$ cat src/rtl/vram_write_buffer.sv
// vram_write_buffer
// CPU-side posted write port for text-mode VRAM. CPU register writes build
// {plane, address, data} entries in a small FIFO; the FIFO is drained into
// the character/attribute planes only while the CRTC is outside the active
// display area, using a four-state SETUP/STROBE/HOLD/IDLE bus cycle.
// ADDR_WIDTH is expected to lie in 9..16 (the high pointer byte is loaded
// from cpu_data[ADDR_WIDTH-9:0]).

module vram_write_buffer #(
    parameter int DEPTH      = 4,
    parameter int ADDR_WIDTH = 11
) (
    input  logic                  clk,
    input  logic                  reset,
    input  logic [7:0]            cpu_data,
    input  logic [1:0]            cpu_address,
    input  logic                  n_write,
    input  logic                  display_active,
    output logic [ADDR_WIDTH-1:0] vram_address,
    output logic [7:0]            vram_data,
    output logic                  n_char_we,
    output logic                  n_attr_we,
    output logic                  bus_grant,
    output logic                  fifo_full,
    output logic                  overflow
);

    localparam int PTR_W = $clog2(DEPTH);
    localparam int CNT_W = PTR_W + 1;
    localparam logic [CNT_W-1:0] DEPTH_C = CNT_W'(DEPTH);

    // Plane encoding inside a FIFO entry.
    localparam logic PLANE_CHAR = 1'b0;
    localparam logic PLANE_ATTR = 1'b1;

    typedef struct packed {
        logic                  plane;
        logic [ADDR_WIDTH-1:0] addr;
        logic [7:0]            data;
    } entry_t;

    typedef enum logic [1:0] {
        S_IDLE,
        S_SETUP,
        S_STROBE,
        S_HOLD
    } state_t;

    // ------------------------------------------------------------------
    // State
    // ------------------------------------------------------------------
    logic                  n_write_q;
    logic [ADDR_WIDTH-1:0] pointer_q,      pointer_d;
    logic                  overflow_q,     overflow_d;
    logic [PTR_W-1:0]      wr_ptr_q,       wr_ptr_d;
    logic [PTR_W-1:0]      rd_ptr_q,       rd_ptr_d;
    logic [CNT_W-1:0]      count_q,        count_d;
    logic                  fifo_full_q,    fifo_full_d;
    state_t                state_q,        state_d;
    logic [ADDR_WIDTH-1:0] vram_address_q, vram_address_d;
    logic [7:0]            vram_data_q,    vram_data_d;
    logic                  n_char_we_q,    n_char_we_d;
    logic                  n_attr_we_q,    n_attr_we_d;
    logic                  bus_grant_q,    bus_grant_d;

    entry_t                mem [DEPTH];

    // ------------------------------------------------------------------
    // Decode
    // ------------------------------------------------------------------
    logic   write_event;
    logic   push_req;
    logic   push_accept;
    logic   push_drop;
    logic   pop;
    entry_t push_entry;
    entry_t head;

    assign head = mem[rd_ptr_q];

    // Write-event detection, register map and push acceptance.
    always_comb begin
        // NOTE: every always_comb output gets a default first so no path leaves it unassigned (no latch).
        pointer_d  = pointer_q;
        overflow_d = overflow_q;
        push_entry = '{plane: cpu_address[0], addr: pointer_q, data: cpu_data};

        // One event per falling edge of the strobe, however long it is held.
        write_event = n_write_q & ~n_write;
        push_req    = write_event & cpu_address[1];
        pop         = (state_q == S_HOLD);
        // A full FIFO still takes a push when the head leaves in the same cycle.
        push_accept = push_req & ((count_q < DEPTH_C) | pop);
        push_drop   = push_req & ~push_accept;

        if (write_event) begin
            case (cpu_address)
                2'd0: pointer_d[7:0] = cpu_data;
                2'd1: begin
                    pointer_d[ADDR_WIDTH-1:8] = cpu_data[ADDR_WIDTH-9:0];
                    overflow_d                = 1'b0;
                end
                2'd2: ;
                2'd3: pointer_d = pointer_q + ADDR_WIDTH'(1);
                default: ;
            endcase
        end

        if (push_drop) begin
            overflow_d = 1'b1;
        end
    end

    // FIFO pointer and occupancy bookkeeping.
    always_comb begin
        wr_ptr_d = wr_ptr_q;
        rd_ptr_d = rd_ptr_q;
        count_d  = count_q;

        if (push_accept) begin
            wr_ptr_d = wr_ptr_q + PTR_W'(1);
        end
        if (pop) begin
            rd_ptr_d = rd_ptr_q + PTR_W'(1);
        end

        case ({push_accept, pop})
            2'b10:   count_d = count_q + CNT_W'(1);
            2'b01:   count_d = count_q - CNT_W'(1);
            default: count_d = count_q;
        endcase

        fifo_full_d = (count_d == DEPTH_C);
    end

    // Bus-cycle FSM: next state plus the registered VRAM-side outputs.
    always_comb begin
        state_d        = state_q;
        vram_address_d = vram_address_q;
        vram_data_d    = vram_data_q;
        n_char_we_d    = 1'b1;
        n_attr_we_d    = 1'b1;
        bus_grant_d    = 1'b0;

        case (state_q)
            S_IDLE: begin
                // display_active is only consulted here; a started cycle always finishes.
                if ((count_q != '0) && !display_active) begin
                    state_d        = S_SETUP;
                    bus_grant_d    = 1'b1;
                    vram_address_d = head.addr;
                    vram_data_d    = head.data;
                end
            end
            S_SETUP: begin
                state_d     = S_STROBE;
                bus_grant_d = 1'b1;
                n_char_we_d = (head.plane != PLANE_CHAR);
                n_attr_we_d = (head.plane != PLANE_ATTR);
            end
            S_STROBE: begin
                state_d     = S_HOLD;
                bus_grant_d = 1'b1;
            end
            S_HOLD: begin
                state_d = S_IDLE;
            end
            default: begin
                state_d = S_IDLE;
            end
        endcase
    end

    // ------------------------------------------------------------------
    // Registers
    // ------------------------------------------------------------------

    // Control state and registered outputs; reset drops the bus immediately.
    always_ff @(posedge clk or posedge reset) begin
        // NOTE: sequential state uses non-blocking assignments so every flop samples pre-edge values.
        if (reset) begin
            n_write_q      <= 1'b1;
            pointer_q      <= '0;
            overflow_q     <= 1'b0;
            wr_ptr_q       <= '0;
            rd_ptr_q       <= '0;
            count_q        <= '0;
            fifo_full_q    <= 1'b0;
            state_q        <= S_IDLE;
            vram_address_q <= '0;
            vram_data_q    <= '0;
            n_char_we_q    <= 1'b1;
            n_attr_we_q    <= 1'b1;
            bus_grant_q    <= 1'b0;
        end else begin
            n_write_q      <= n_write;
            pointer_q      <= pointer_d;
            overflow_q     <= overflow_d;
            wr_ptr_q       <= wr_ptr_d;
            rd_ptr_q       <= rd_ptr_d;
            count_q        <= count_d;
            fifo_full_q    <= fifo_full_d;
            state_q        <= state_d;
            vram_address_q <= vram_address_d;
            vram_data_q    <= vram_data_d;
            n_char_we_q    <= n_char_we_d;
            n_attr_we_q    <= n_attr_we_d;
            bus_grant_q    <= bus_grant_d;
        end
    end

    // FIFO storage write port.
    always_ff @(posedge clk) begin
        // NOTE: storage is not reset; resetting the pointers and count is what empties the FIFO.
        if (push_accept) begin
            mem[wr_ptr_q] <= push_entry;
        end
    end

    assign vram_address = vram_address_q;
    assign vram_data    = vram_data_q;
    assign n_char_we    = n_char_we_q;
    assign n_attr_we    = n_attr_we_q;
    assign bus_grant    = bus_grant_q;
    assign fifo_full    = fifo_full_q;
    assign overflow     = overflow_q;

endmodule

$ cat config.mk
export PLATFORM = sky130hd
export DESIGN_NAME = vram_write_buffer
export DESIGN_NICKNAME = d
export VERILOG_FILES = /design/src/rtl/vram_write_buffer.sv
export SDC_FILE = /design/constraint.sdc
export NUM_CORES = 1
export LEC_CHECK = 0
export BUFFER_PORTS_ARGS = -buffer_cell sky130_fd_sc_hd__buf_2
export CELL_PAD_IN_SITES_DETAIL_PLACEMENT = 0
export CELL_PAD_IN_SITES_GLOBAL_PLACEMENT = 2
export CORE_ASPECT_RATIO = 1.2
export CORE_MARGIN = 8
export CORE_UTILIZATION = 44
export DETAILED_ROUTE_END_ITERATION = 12
export PLACE_DENSITY = 0.84
export SLEW_MARGIN = 10
export SYNTH_ARGS = -nofsm -noshare
export SYNTH_HDL_FRONTEND = slang
export SYNTH_SLANG_ARGS = --single-unit
export TNS_END_PERCENT = 20
$ cat constraint.sdc
create_clock -name clk -period 2.9 [get_ports clk]
set_input_delay 0.87 -clock clk [delete_from_list [all_inputs] [get_ports clk]]
set_output_delay 0.87 -clock clk [all_outputs]
set_load 0.02 [all_outputs]
==> run_results.csv <==
group,metric,value,unit
cells_and_area,syn_to_final_growth,19.3,%
min_path,hold_path_class,"reg2reg",
global_route,grt_pass1_wl,15500,um
place,place_ws,0.196,ns
logic_synthesis,yosys_warnings,0,
routing,viasPerCell,5.13,
power,p_leak,2.35,nW
logic_synthesis,synth.most_common_cell,"edfxtp_1",
routing,drc,0,
logic_synthesis,synth_top_area_share,46.7,%
setup_path,worstPathArrival,2.67,ns
timing,rsz0062_at_grt,"no",
logic_synthesis,yosysTopAreaCell,"edfxtp_1",
floorplan,io_pins,38,
timing,slew_headroom,57.8,%
global_route,grt.overflow.total,0,
cells_and_area,drive_gt1_share,34.1,%
timing,fin_skew,0.0115,ns
floorplan,die-area,15400,sq um
floorplan,die_w,115,um
place,numPortBuffers,37,
routing,wl_per_cell,18.2,um
timing,hold_viol,0,
setup_path,crit_fanout,5,
setup_path,slowest_stage,"dfrtp_1",
cts,cts_resized,0,
setup_path,path_buf_inv,1,
cells_and_area,multi_input_area,1520,sq um
cts,cts_hold_buf,0,
floorplan,rows,43,
logic_synthesis,ys_ff_latch,125,
timing,setup_viol_count_final,0,
routing,wl,9590,um
global_route,grt_pass1_vias,2915,
global_route,antenna_found_initial,0,
floorplan,fp.dieH,134,um
cells_and_area,nFillCells,939,
timing,slew_viol_final,0,
routing,dr.pass1.iters,4,
logic_synthesis,synth_edf_count,80,
floorplan,core_area,11500,sq um
setup_path,cp_top_family,"adder cells",
cts,cts_inserted_buffers,17,
cts,clkTransAtPathRegs,0.05,ns
cts,cts_root_buf,"clkbuf_16",
logic_synthesis,ys.flop_type,"edfxtp_1",
setup_path,cpPeakStageDelay,0.38,ns
logic_synthesis,synth_area,5140,sq um
logic_synthesis,syn_nets,325,
cells_and_area,antenna_cells,0,
timing,period_share,81.2,%
cts,cts_tree,"yes",
logic_synthesis,synth_cell_types,41,
logic_synthesis,synthArstFlopShare,36.0,%
logic_synthesis,avgSynthCellArea,17.3,sq um
power,ir_drop,0.421,mV
routing,drt_iter0_drc,175,
cts,clock_latency,0.40,ns
timing,fin_tns_setup,0,ns
setup_path,worstSetupEndpointType,"register",
routing,drtAntennaViolNets,0,
flow_run,drv_cap,0,
logic_synthesis,netlist_instances,297,
setup_path,critPathKind,"reg2reg",
power,power_density,1010,nW/um^2
floorplan,start_util,44.9,%
setup_path,cp-start-kind,"register",
cts,clk_path_buf_depth,2,
timing,worst_slack,0.546,ns
logic_synthesis,synthTopCellsByCount,"edfxtp_1 (80), dfrtp_1 (42), mux2_4 (18), mux4_2 (18), nand2_1 (15)",
timing,worst_pin_slew,0.632,ns
setup_path,worst_path_most_repeated_cell,"ha_1",
run_status,status,"finished, final reports clean",
cells_and_area,nets,385,
global_route,grt_max_degree,46,
cts,clock_sinks,125,
timing,fmax,425,MHz
setup_path,cp_cell_sequence,"ha_1, nand2b_1, and3_1, inv_1, ha_1, fa_1, xnor2_1, nor2_1, xor2_1, nor3b_1",
logic_synthesis,ys_seq_area_share,68.7,%
logic_synthesis,synthTopCellsByArea,"edfxtp_1 (47%), dfrtp_1 (20%), mux4_2 (7.9%), mux2_4 (5.3%), ha_1 (3.2%)",
timing,min_period,2.35,ns
place,gp_congestion,0.797,
cts,h-tree-depth,4,
routing,route.vias.total,2706,
cells_and_area,register_area,3530,sq um
place,dp_hpwl,6200,um
global_route,grt_use_total,13.4,%
cts,cts_setup_buffers,0,
setup_path,required,3.21,ns
[cell usage in the layout, fill, tap and decap left out, drive strengths merged, types with 2 or more instances in the layout]
cell type   n
edfxtp     80
buf        52
dfrtp      42
clkbuf     25
mux2       21
mux4       20
nand2      15
o21ai      14
ha         13
a21oi      10
inv         8
nor3        7
nor2        6
nand3       6
clkinv      5
xnor2       4
and2        4
nor3b       4
nand2b      3
mux2i       3
o22ai       3
dfstp       3
nor2b       3
xor2        2
and3        2
nand4       2
nor4        2
[logic make-up (layout without fill, tap and decap cells)]
| group | Yosys count | count (layout) | synth area share, % |
|---|---|---|---|
| AND/OR/NAND/NOR | 57 | 57 | 5.91 |
| flip-flops | 125 | 125 | 68.7 |
| XOR/XNOR | 6 | 6 | 1.02 |
| AO/OA/AOI/OAI | 32 | 32 | 3.55 |
| adder cells (fa/ha/maj) | 14 | 14 | 3.55 |
| multiplexers | 44 | 44 | 15.4 |
| buffers and inverters | 19 | 92 | 1.85 |
[tightest hold or removal path: cells and delay by family (launching register included)]
kind            cells  cell delay, ns
simple gates        1            0.05
flops               1            0.34
compound gates      1            0.06
[sequential cells by signal, indices dropped and copies added (netlist names)]
signal and cells:
wr_ptr_q 2, count_q 3, rd_ptr_q 2, vram_data 8, fifo_full 1, vram_address 11
n_attr_we 1, overflow 1, n_char_we 1, mem 80, state_q 2, pointer_q 11
n_write_q 1, bus_grant 1
[per-stage QoR]
stage               power [W]  util [%]  cell area, sq um  std cells  hold slack [ns]
finish                0.00620      53.5              6130        527            0.491
global route          0.00653      53.5              6130        527            0.522
CTS                   0.00630      53.5              6130        527            0.504
detailed placement    0.00433      48.7              5580        495            0.489
global placement      0.00427      48.7              5580        495            0.473
floorplan             0.00384         -              5140        297            0.476
[power breakdown]
group / total, W / internal [W] / switching, W
logic: 0.00174 / 0.000854 / 0.000889
clock network: 0.00194 / 0.00126 / 0.000682
registers: 0.00251 / 0.00229 / 0.000229
[layout make-up]
class | instances | share of cell area [%]
inverters | 8 | 0.490
multi-input cells | 153 | 24.8
flip-flops and latches | 125 | 57.6
well taps | 157 | 3.20
repair buffers | 52 | 4.86
clock buffers | 25 | 8.08
clock inverters | 7 | 1.00
[worst paths after layout]
path	startpoint	end	slack, ns	cells after the start
min reg2reg	overflow	overflow	0.49	2
max in group asynchronous	reset	vram_data[0]	1.84	3
min	overflow	overflow	0.49	2
max reg2reg	state_q[0]	fifo_full	0.55	10
min in group asynchronous	reset	vram_address[1]	0.62	3
max	state_q[0]	fifo_full	0.55	10
[layer usage]
metal	global-route usage [%]	share of wire [%]	vias to the layer above
met4	7.34	2.3	0
met5	0	0	-
li1	-	-	1257
met1	15.6	44	1387
met3	3.33	3.1	18
met2	22.2	51	44
(Power assumes the default switching activity.)
